--- src/rtl/pcie_cq_pkg.sv ---
// Shared definitions for the PCIe completer-request (CQ) path: request types,
// descriptor field positions, completion status codes and byte-enable helpers.
package pcie_cq_pkg;

    localparam logic [3:0] REQ_MEM_RD = 4'b0000;
    localparam logic [3:0] REQ_MEM_WR = 4'b0001;
    localparam logic [3:0] REQ_IO_RD  = 4'b0010;
    localparam logic [3:0] REQ_IO_WR  = 4'b0011;

    localparam int DESC_ADDR_LSB  = 2;
    localparam int DESC_ADDR_MSB  = 63;
    localparam int DESC_DW_LSB    = 64;
    localparam int DESC_TYPE_LSB  = 75;
    localparam int DESC_RID_LSB   = 80;
    localparam int DESC_TAG_LSB   = 96;
    localparam int DESC_BAR_LSB   = 112;
    localparam int DESC_TC_LSB    = 121;
    localparam int DESC_ATTR_LSB  = 124;

    localparam int TUSER_FBE_LSB  = 0;
    localparam int TUSER_LBE_LSB  = 4;
    localparam int TUSER_SOP      = 40;

    localparam logic [2:0] CPL_SC  = 3'b000;
    localparam logic [2:0] CPL_UR  = 3'b001;
    localparam logic [2:0] CPL_CRS = 3'b010;
    localparam logic [2:0] CPL_CA  = 3'b100;

    typedef enum logic [1:0] {
        ST_IDLE  = 2'd0,
        ST_HOLD  = 2'd1,
        ST_DRAIN = 2'd2
    } cq_state_e;

    // Messages (1100..1111) and memory writes need no completion.
    function automatic logic is_posted_type(input logic [3:0] req_type);
        return (req_type == REQ_MEM_WR) || (req_type[3:2] == 2'b11);
    endfunction

    function automatic logic [1:0] first_be_to_offset(input logic [3:0] first_be);
        logic [1:0] off;
        casez (first_be)
            4'b???1: off = 2'd0;
            4'b??10: off = 2'd1;
            4'b?100: off = 2'd2;
            4'b1000: off = 2'd3;
            default: off = 2'd0;
        endcase
        return off;
    endfunction

endpackage

--- src/rtl/cq_parser.sv ---
// Single-beat completer-request parser: decodes the CQ descriptor, holds one
// request for user logic and discards multi-beat or unsupported posted TLPs.
//
// state | meaning
// IDLE  | ready for a new TLP (tready = 1)
// HOLD  | request presented on req_*, waiting for req_ready (tready = 0)
// DRAIN | swallowing the remaining beats of a dropped multi-beat TLP
module cq_parser
    import pcie_cq_pkg::*;
#(
    parameter int DATA_WIDTH = 256,
    parameter int MAX_DW     = 4
) (
    input  logic                     user_clk,
    input  logic                     user_reset,
    input  logic [DATA_WIDTH-1:0]    m_axis_cq_tdata,
    input  logic [84:0]              m_axis_cq_tuser,
    input  logic [DATA_WIDTH/32-1:0] m_axis_cq_tkeep,
    input  logic                     m_axis_cq_tlast,
    input  logic                     m_axis_cq_tvalid,
    output logic [21:0]              m_axis_cq_tready,
    output logic                     req_valid,
    input  logic                     req_ready,
    output logic                     req_is_write,
    output logic                     req_unsupported,
    output logic [63:0]              req_addr,
    output logic [2:0]               req_bar_id,
    output logic [10:0]              req_dword_count,
    output logic [15:0]              req_requester_id,
    output logic [7:0]               req_tag,
    output logic [2:0]               req_tc,
    output logic [2:0]               req_attr,
    output logic [3:0]               req_first_be,
    output logic [3:0]               req_last_be,
    output logic [6:0]               req_lower_addr,
    output logic [127:0]             req_wdata,
    output logic [15:0]              drop_count
);

    cq_state_e r_state;
    cq_state_e w_state_nxt;
    logic      w_capture;
    logic      w_drop;

    logic         r_is_write;
    logic         r_unsupported;
    logic [63:0]  r_addr;
    logic [2:0]   r_bar_id;
    logic [10:0]  r_dword_count;
    logic [15:0]  r_requester_id;
    logic [7:0]   r_tag;
    logic [2:0]   r_tc;
    logic [2:0]   r_attr;
    logic [3:0]   r_first_be;
    logic [3:0]   r_last_be;
    logic [6:0]   r_lower_addr;
    logic [127:0] r_wdata;
    logic [15:0]  r_drop_count;

    logic         w_tready;
    logic         w_beat;
    logic         w_sop;
    logic [3:0]   w_type;
    logic [10:0]  w_dw;
    logic [63:0]  w_addr;
    logic [3:0]   w_first_be;
    logic         w_len_ok;
    logic         w_wr_ok;
    logic         w_rd_ok;
    logic         w_unused;

    assign w_tready   = (r_state != ST_HOLD);
    assign w_beat     = m_axis_cq_tvalid && w_tready;
    assign w_sop      = m_axis_cq_tuser[TUSER_SOP];
    assign w_type     = m_axis_cq_tdata[DESC_TYPE_LSB +: 4];
    assign w_dw       = m_axis_cq_tdata[DESC_DW_LSB +: 11];
    assign w_addr     = {m_axis_cq_tdata[DESC_ADDR_MSB:DESC_ADDR_LSB], 2'b00};
    assign w_first_be = m_axis_cq_tuser[TUSER_FBE_LSB +: 4];
    assign w_len_ok   = (w_dw >= 11'd1) && (w_dw <= 11'(MAX_DW));
    assign w_wr_ok    = (w_type == REQ_MEM_WR) && w_len_ok;
    assign w_rd_ok    = (w_type == REQ_MEM_RD) && w_len_ok;

    assign w_unused = ^{m_axis_cq_tdata[1:0], m_axis_cq_tdata[79], m_axis_cq_tdata[111:104],
                        m_axis_cq_tdata[120:115], m_axis_cq_tdata[127],
                        m_axis_cq_tuser[84:41], m_axis_cq_tuser[39:8], m_axis_cq_tkeep};

    always_comb begin
        w_state_nxt = r_state;
        w_capture   = 1'b0;
        w_drop      = 1'b0;
        case (r_state)
            ST_IDLE: begin
                if (w_beat && w_sop) begin
                    if (!m_axis_cq_tlast) begin
                        w_drop      = 1'b1;
                        w_state_nxt = ST_DRAIN;
                    end else if (is_posted_type(w_type) && !w_wr_ok) begin
                        w_drop = 1'b1;
                    end else begin
                        w_capture   = 1'b1;
                        w_state_nxt = ST_HOLD;
                    end
                end
            end
            ST_HOLD: begin
                if (req_ready) w_state_nxt = ST_IDLE;
            end
            ST_DRAIN: begin
                if (w_beat && m_axis_cq_tlast) w_state_nxt = ST_IDLE;
            end
            default: w_state_nxt = ST_IDLE;
        endcase
    end

    always_ff @(posedge user_clk) begin
        if (user_reset) r_state <= ST_IDLE;
        else            r_state <= w_state_nxt;
    end

    always_ff @(posedge user_clk) begin
        if (user_reset) begin
            r_is_write     <= 1'b0;
            r_unsupported  <= 1'b0;
            r_addr         <= '0;
            r_bar_id       <= '0;
            r_dword_count  <= '0;
            r_requester_id <= '0;
            r_tag          <= '0;
            r_tc           <= '0;
            r_attr         <= '0;
            r_first_be     <= '0;
            r_last_be      <= '0;
            r_lower_addr   <= '0;
            r_wdata        <= '0;
        end else if (w_capture) begin
            r_is_write     <= w_wr_ok;
            r_unsupported  <= !(w_wr_ok || w_rd_ok);
            r_addr         <= w_addr;
            r_bar_id       <= m_axis_cq_tdata[DESC_BAR_LSB +: 3];
            r_dword_count  <= w_dw;
            r_requester_id <= m_axis_cq_tdata[DESC_RID_LSB +: 16];
            r_tag          <= m_axis_cq_tdata[DESC_TAG_LSB +: 8];
            r_tc           <= m_axis_cq_tdata[DESC_TC_LSB +: 3];
            r_attr         <= m_axis_cq_tdata[DESC_ATTR_LSB +: 3];
            r_first_be     <= w_first_be;
            r_last_be      <= m_axis_cq_tuser[TUSER_LBE_LSB +: 4];
            r_lower_addr   <= {w_addr[6:2], first_be_to_offset(w_first_be)};
            r_wdata        <= w_wr_ok ? m_axis_cq_tdata[255:128] : 128'd0;
        end
    end

    always_ff @(posedge user_clk) begin
        if (user_reset)                             r_drop_count <= '0;
        else if (w_drop && r_drop_count != 16'hFFFF) r_drop_count <= r_drop_count + 16'd1;
    end

    // The descriptor occupies the first four DWords of every SOP beat.
    always_ff @(posedge user_clk) begin
        if (!user_reset && w_beat && w_sop)
            assert (m_axis_cq_tkeep[3:0] == 4'hF);
    end

    assign m_axis_cq_tready = {22{w_tready}};
    assign req_valid        = (r_state == ST_HOLD);
    assign req_is_write     = r_is_write;
    assign req_unsupported  = r_unsupported;
    assign req_addr         = r_addr;
    assign req_bar_id       = r_bar_id;
    assign req_dword_count  = r_dword_count;
    assign req_requester_id = r_requester_id;
    assign req_tag          = r_tag;
    assign req_tc           = r_tc;
    assign req_attr         = r_attr;
    assign req_first_be     = r_first_be;
    assign req_last_be      = r_last_be;
    assign req_lower_addr   = r_lower_addr;
    assign req_wdata        = r_wdata;
    assign drop_count       = r_drop_count;

endmodule

--- config.mk ---
export PLATFORM = sky130hd
export DESIGN_NAME = cq_parser
export DESIGN_NICKNAME = d
export VERILOG_FILES = /design/src/rtl/pcie_cq_pkg.sv /design/src/rtl/cq_parser.sv
export SDC_FILE = /design/constraint.sdc
export NUM_CORES = 1
export LEC_CHECK = 0
export BUFFER_PORTS_ARGS = -buffer_cell sky130_fd_sc_hd__buf_4
export CAP_MARGIN = 20
export CORE_AREA = 2 2 254 256
export CTS_BUF_LIST = sky130_fd_sc_hd__clkbuf_4
export CTS_CLUSTER_SIZE = 30
export DETAILED_ROUTE_END_ITERATION = 10
export DIE_AREA = 0 0 256 258
export GPL_ROUTABILITY_DRIVEN = 1
export SYNTH_ARGS = -nofsm -noshare
export SYNTH_HDL_FRONTEND = slang
export SYNTH_SLANG_ARGS = --single-unit
--- constraint.sdc ---
create_clock -name user_clk -period 3 [get_ports user_clk]
set_input_delay 0.45 -clock user_clk [delete_from_list [all_inputs] [get_ports user_clk]]
set_output_delay 0.45 -clock user_clk [all_outputs]
set_load 0.01 [all_outputs]
* Word level (Yosys, flattened, before mapping) *
Index checks and enable logic that the tools add are counted.
W data, S select, Z words.

word-level totals
  bits in registers = 269
  input bits = 354
  output and inout bits = 292
  word-level logic and storage cells = 62

operators by class
  add/subtract/negate cells = 1
  order comparisons = 2
  eq/ne operators = 13
  multiplexer cells = 16
  reductions and logical operators = 15

operators by type and width
  kind                     number
  $mux W128                1
  $add A16 B1 Y16 const B  1
  $ne A16 B16 Y1 const B   1
  $pmux W2 S3              2
  $ge A11 B1 Y1 const B    1
  $le A11 B3 Y1 const B    1
  $mux W2                  5
  $logic_and A1 B1 Y1      8
  $mux W1                  8
  $eq A2 B2 Y1 const B     3
  $eq A4 B1 Y1 const B     1
  $eq A4 B4 Y1 const B     1
  $logic_not A4 Y1         1
  $ne A2 B1 Y1 const B     2
  $ne A2 B2 Y1 const B     2
  $reduce_and A4 Y1        1
  $eq A3 B3 Y1 const B     1
  $ne A3 B3 Y1 const B     1
  $eq A2 B1 Y1 const B     1
  $logic_not A1 Y1         2
  $logic_not A2 Y1         1
  $logic_or A1 B1 Y1       2

* Logic depth before layout (Yosys ltp) *
  word-level depth = 10
  depth in mapped cells = 8
  gate-level depth less buffers = 6

* Least setup slack after synthesis *
No wires, ideal clock.

  kind = input -> register
  start point = input m_axis_cq_tdata[74]
  end point = register r_wdata[0] (netlist: req_wdata[0])
  setup time = 0.117 ns
  arrival time = 2.312 ns
  data required time = 2.883 ns
  slack = 0.571 ns
  cell stages on the path = 8
  path buffers = 3
  cells stage by stage = or4_1 -> o41ai_1 -> and2_1 -> buf_2 -> nor2_1 -> clkbuf_1 -> buf_2 -> a22o_1

between the ends
  word-level cells in the longest chain between the ends = 9
  elaborated cells on any way between the ends = 11
  classes of those cells = order compare (2); mux (5); reduce/logical (4)

RTL lines
  element                                         line              source
  start: declaration                              cq_parser.sv:16   input logic [DATA_WIDTH-1:0] m_axis_cq_tdata,
  $ge A11 B1 Y1 or $le A11 B3 Y1 (tied branches)  cq_parser.sv:79   assign w_len_ok = (w_dw >= 11'd1) && (w_dw <= 11'(MAX_DW));
  $logic_and A1 B1 Y1 (*)                         cq_parser.sv:79
  $logic_and A1 B1 Y1 (*)                         cq_parser.sv:80   assign w_wr_ok = (w_type == REQ_MEM_WR) && w_len_ok;
  $logic_not A1 Y1                                cq_parser.sv:97   end else if (is_posted_type(w_type) && !w_wr_ok) begin
  $logic_and A1 B1 Y1                             cq_parser.sv:97
  $mux W1                                         cq_parser.sv:97
  $mux W1                                         cq_parser.sv:94   if (!m_axis_cq_tlast) begin
  $mux W1                                         cq_parser.sv:93   if (w_beat && w_sop) begin
  $mux W1                                         cq_parser.sv:91   case (r_state)
  end signal: assignment                          cq_parser.sv:148  r_wdata <= w_wr_ok ? m_axis_cq_tdata[255:128] : 128'd0;
  end: declaration                                cq_parser.sv:57   logic [127:0] r_wdata;

Every way passes the cells marked *; elsewhere a longest branch is shown, timed or not.
A chain may end at the register's enable or synchronous reset.

* Worst setup path after layout *
  start point = input m_axis_cq_tdata[74]
  end point = register r_attr[0] (netlist: req_attr[0])

between the ends
  word-level cells in the longest chain between the ends = 9
  elaborated cells on any way between the ends = 10
  classes of those cells = order compare (2); mux (4); reduce/logical (4)

RTL lines
  element                                         line              source
  $ge A11 B1 Y1 or $le A11 B3 Y1 (tied branches)  cq_parser.sv:79
  $logic_and A1 B1 Y1 (*)                         cq_parser.sv:79
  $logic_and A1 B1 Y1 (*)                         cq_parser.sv:80
  $logic_not A1 Y1 (*)                            cq_parser.sv:97
  $logic_and A1 B1 Y1 (*)                         cq_parser.sv:97
  $mux W1 (*)                                     cq_parser.sv:97
  $mux W1 (*)                                     cq_parser.sv:94
  $mux W1 (*)                                     cq_parser.sv:93
  $mux W1 (*)                                     cq_parser.sv:91
  end signal: assignment                          cq_parser.sv:144  r_attr <= m_axis_cq_tdata[DESC_ATTR_LSB +: 3];
  end: declaration                                cq_parser.sv:53   logic [2:0] r_attr;

Marked as above.

==> impl_metrics.ini <==
[worst_setup_path]
r2r-start = r_state[1]
critPathKind = in -> reg
reg2reg_depth = 8
crit_fanout = 26
worstPathArrival_ns = 3.60
rrSetupSlack_ns = 0.44
r2r-end = req_attr[0]
critPathCaptureType = flip-flop
required_ns = 3.70
critPathLaunchType = primary input

[synth]
avgSynthCellArea_um2 = 9.585
synthTopCellsByArea = dfxtp_1 (58%), a22o_1 (12%), nand2_1 (9.8%), a21oi_1 (7.3%), buf_4 (3.6%)
synth-seq-cells = 264
synth_commonest_cells = dfxtp_1 (264), nand2_1 (237), a21oi_1 (132)
seq_area_frac_synth_pct = 58.29
yosysTopAreaCell = dfxtp_1
synth_top_cell_area_share_pct = 58.29
synth_most_common_cell = dfxtp_1
syn_area_um2 = 9067
ys_dominant_reg_cell = dfxtp_1
async_flop_share_pct = 0
ys_types = 37
synth_cells = 946
synth-warning-count = 0
synth_edf_count = 0

[die]
die_width_um = 256
fp.dieH_um = 258
initial_utilization_pct = 14.25
core_um2 = 63650
num_io_pins = 646
rows = 93
fp.dieArea_um2 = 66050

[detailed_routing]
drc_errors = 0
viasPerCell = 3.851
firstDrtPassIters = 5
ant_nets = 0
wirelength_um = 37930
drt-initial-drc-count = 513
num_vias = 10250
wl_per_cell_um = 14.25

[sta]
rsz0062_at_grt = no
finalCritPeriodShare_pct = 96.70
layout_min_cycle_time_ns = 2.901
tightestPinTransition_ns = 0.7186
fin_worst_skew_ns = 0.05212
timing.fmax_mhz = 344.7
finalHoldViolations = 0
finalSetupViolations = 0
maxSlewHeadroom_pct = 52.09
finalMaxSlewViolations = 0
setup_slack_ns = 0.09896
whs_ns = 0.1953
tns_ns = 0

[clocking]
cts_buffers = 76
post_cts_buffers = 0
cts_hold_buf = 256
cts_tree = done
clock_latency_ns = 0.76
cts.repair.resized = 0
clk_pin_slew_worst_paths_ns = 0.06
clockBufferDepth = 3
htree_levels = 3
cts_root_buffer = clkbuf_4
clock_sinks = 264

[finish]
stdcell_count = 2662
drive_gt1_share_pct = 38.46
n_fill_cell = 6580
multiInputGateArea_um2 = 3226
seqCellArea_um2 = 5285
area_growth_pct = 93.21
nNetsFinal = 2104

[flow_run]
maxCapViolCount = 0

[power_and_ir_drop]
power_density_nw_per_um2 = 443.7
worst_ir_drop_vdd_mv = 0.2218
leakage_nw = 7.582

[worst_hold_path]
holdPathEnd = req_unsupported
min_path_cells = 4
hp-class = in -> reg
min-delay-start = m_axis_cq_tlast

[global_routing]
grt_pass1_wl_um = 57920
grt_pass1_vias = 10900
grt_max_degree = 89
grt_antenna_before_repair = 3
grt.overflow.total = 0
gr-usage-all-layers_pct = 10.99

[status]
outcome = complete, no violations

[place]
gp_congestion = 0.8358
pre_cts_slack_ns = 0.2094
dp_cells = 2270
io_buffers = 541
dp_hpwl_um = 25110
==> final cells by class <==
type	instances	share of cell area, %
Clock inverter	20	0.5785
Multi-Input combinational cell	579	18.41
Clock buffer	111	4.756
Sequential cell	264	30.17
Tap cell	855	6.106
Antenna cell	5	0.07142
Timing Repair Buffer	824	39.82
Inverter	4	0.08570
==> per-layer routing <==
metal | GRT usage, % | share of wire, % | wire length [um] | vias up
met5 | 0 | 0 | 0 | -
met4 | 6.075 | 4.0 | 1522 | 0
met3 | 3.769 | 7.5 | 2863 | 114
met2 | 18.96 | 50 | 18890 | 429
met1 | 11.80 | 39 | 14660 | 4800
li1 | - | - | - | 4909
==> critical path, stage by stage <==
cell and delay (ns):
dlygate4sd3_1 0.55, buf_4 0.17, or4_1 0.57, o41ai_1 0.41
buf_4 0.20, and2_4 0.17, buf_12 0.17, buf_12 0.18
nand2_1 0.07, a21oi_1 0.11, dlygate4sd3_1 0.55
==> worst max-delay path by stage <==
stage                     endpoint  depth (start not counted)  slack (ns)                start
floorplan             req_wdata[0]                          8        0.57  m_axis_cq_tdata[74]
CTS                    req_attr[0]                         11        0.20  m_axis_cq_tdata[74]
detailed placement  req_wdata[113]                          7        0.21  m_axis_cq_tdata[67]
finish                 req_attr[0]                         11         0.1  m_axis_cq_tdata[74]
global placement     req_wdata[30]                          7        0.24  m_axis_cq_tdata[67]
global route           req_attr[0]                         11        0.05  m_axis_cq_tdata[74]
==> through the flow <==
step	total power [mW]	utilization [%]	cell area (um^2)
4_1_cts	7.951	27.50	17510
2_1_floorplan	3.849	-	9071
5_1_grt	8.213	27.52	17520
6_report	7.773	27.52	17520
3_5_place_dp	4.266	22.01	14010
3_3_place_gp	4.256	22.01	14010
==> registers in the layout (all words and copies together) (netlist names), 4 cells and up <==
signal            count
req_dword_count      11
req_tag               8
req_requester_id     16
req_addr             58
req_first_be          4
req_last_be           4
req_lower_addr        6
drop_count           16
req_wdata           128
==> report_power, final <==
group	switching (mW)	internal, mW
registers	0.0276	3.55
logic	0.341	0.547
clock network	1.61	1.70
==> placed cells by master (no fill, tap or decap), types with 2 or more instances in the layout <==
cell type      Yosys  routed
conb_1             1       2
and3_1             2       2
dfxtp_1          264     264
diode_2            0       5
nor2_1             9       8
or3_1             12      12
o21ai_0           11      11
buf_12             0      12
nand3_1            6       6
nand2_1          237     236
a22o_1           128     128
and4_1             3       3
inv_1              4       4
nor3_1             4       4
o31ai_1            3       3
buf_4             43     556
or4_1              5       5
clkinv_1           0      13
a21oi_1          132     132
nand2b_1           2       2
clkinvlp_4         0       4
dlygate4sd3_1      0     256
inv_6              0       2
nand4_1            6       6
clkbuf_4           0     111
==> logic make-up after synthesis <==
group / Yosys count / share of synthesized area, %
AND/OR/NAND/NOR: 293 / 13.76
AO/OA/AOI/OAI: 280 / 21.07
flip-flops: 264 / 58.29
buffers and inverters: 104 / 6.375
multiplexers: 2 / 0.2346
adder cells (fa/ha/maj): 1 / 0.1380
other: 1 / 0.04136
XOR/XNOR: 1 / 0.09661
No activity file was read; power rests on OpenSTA's default activity.
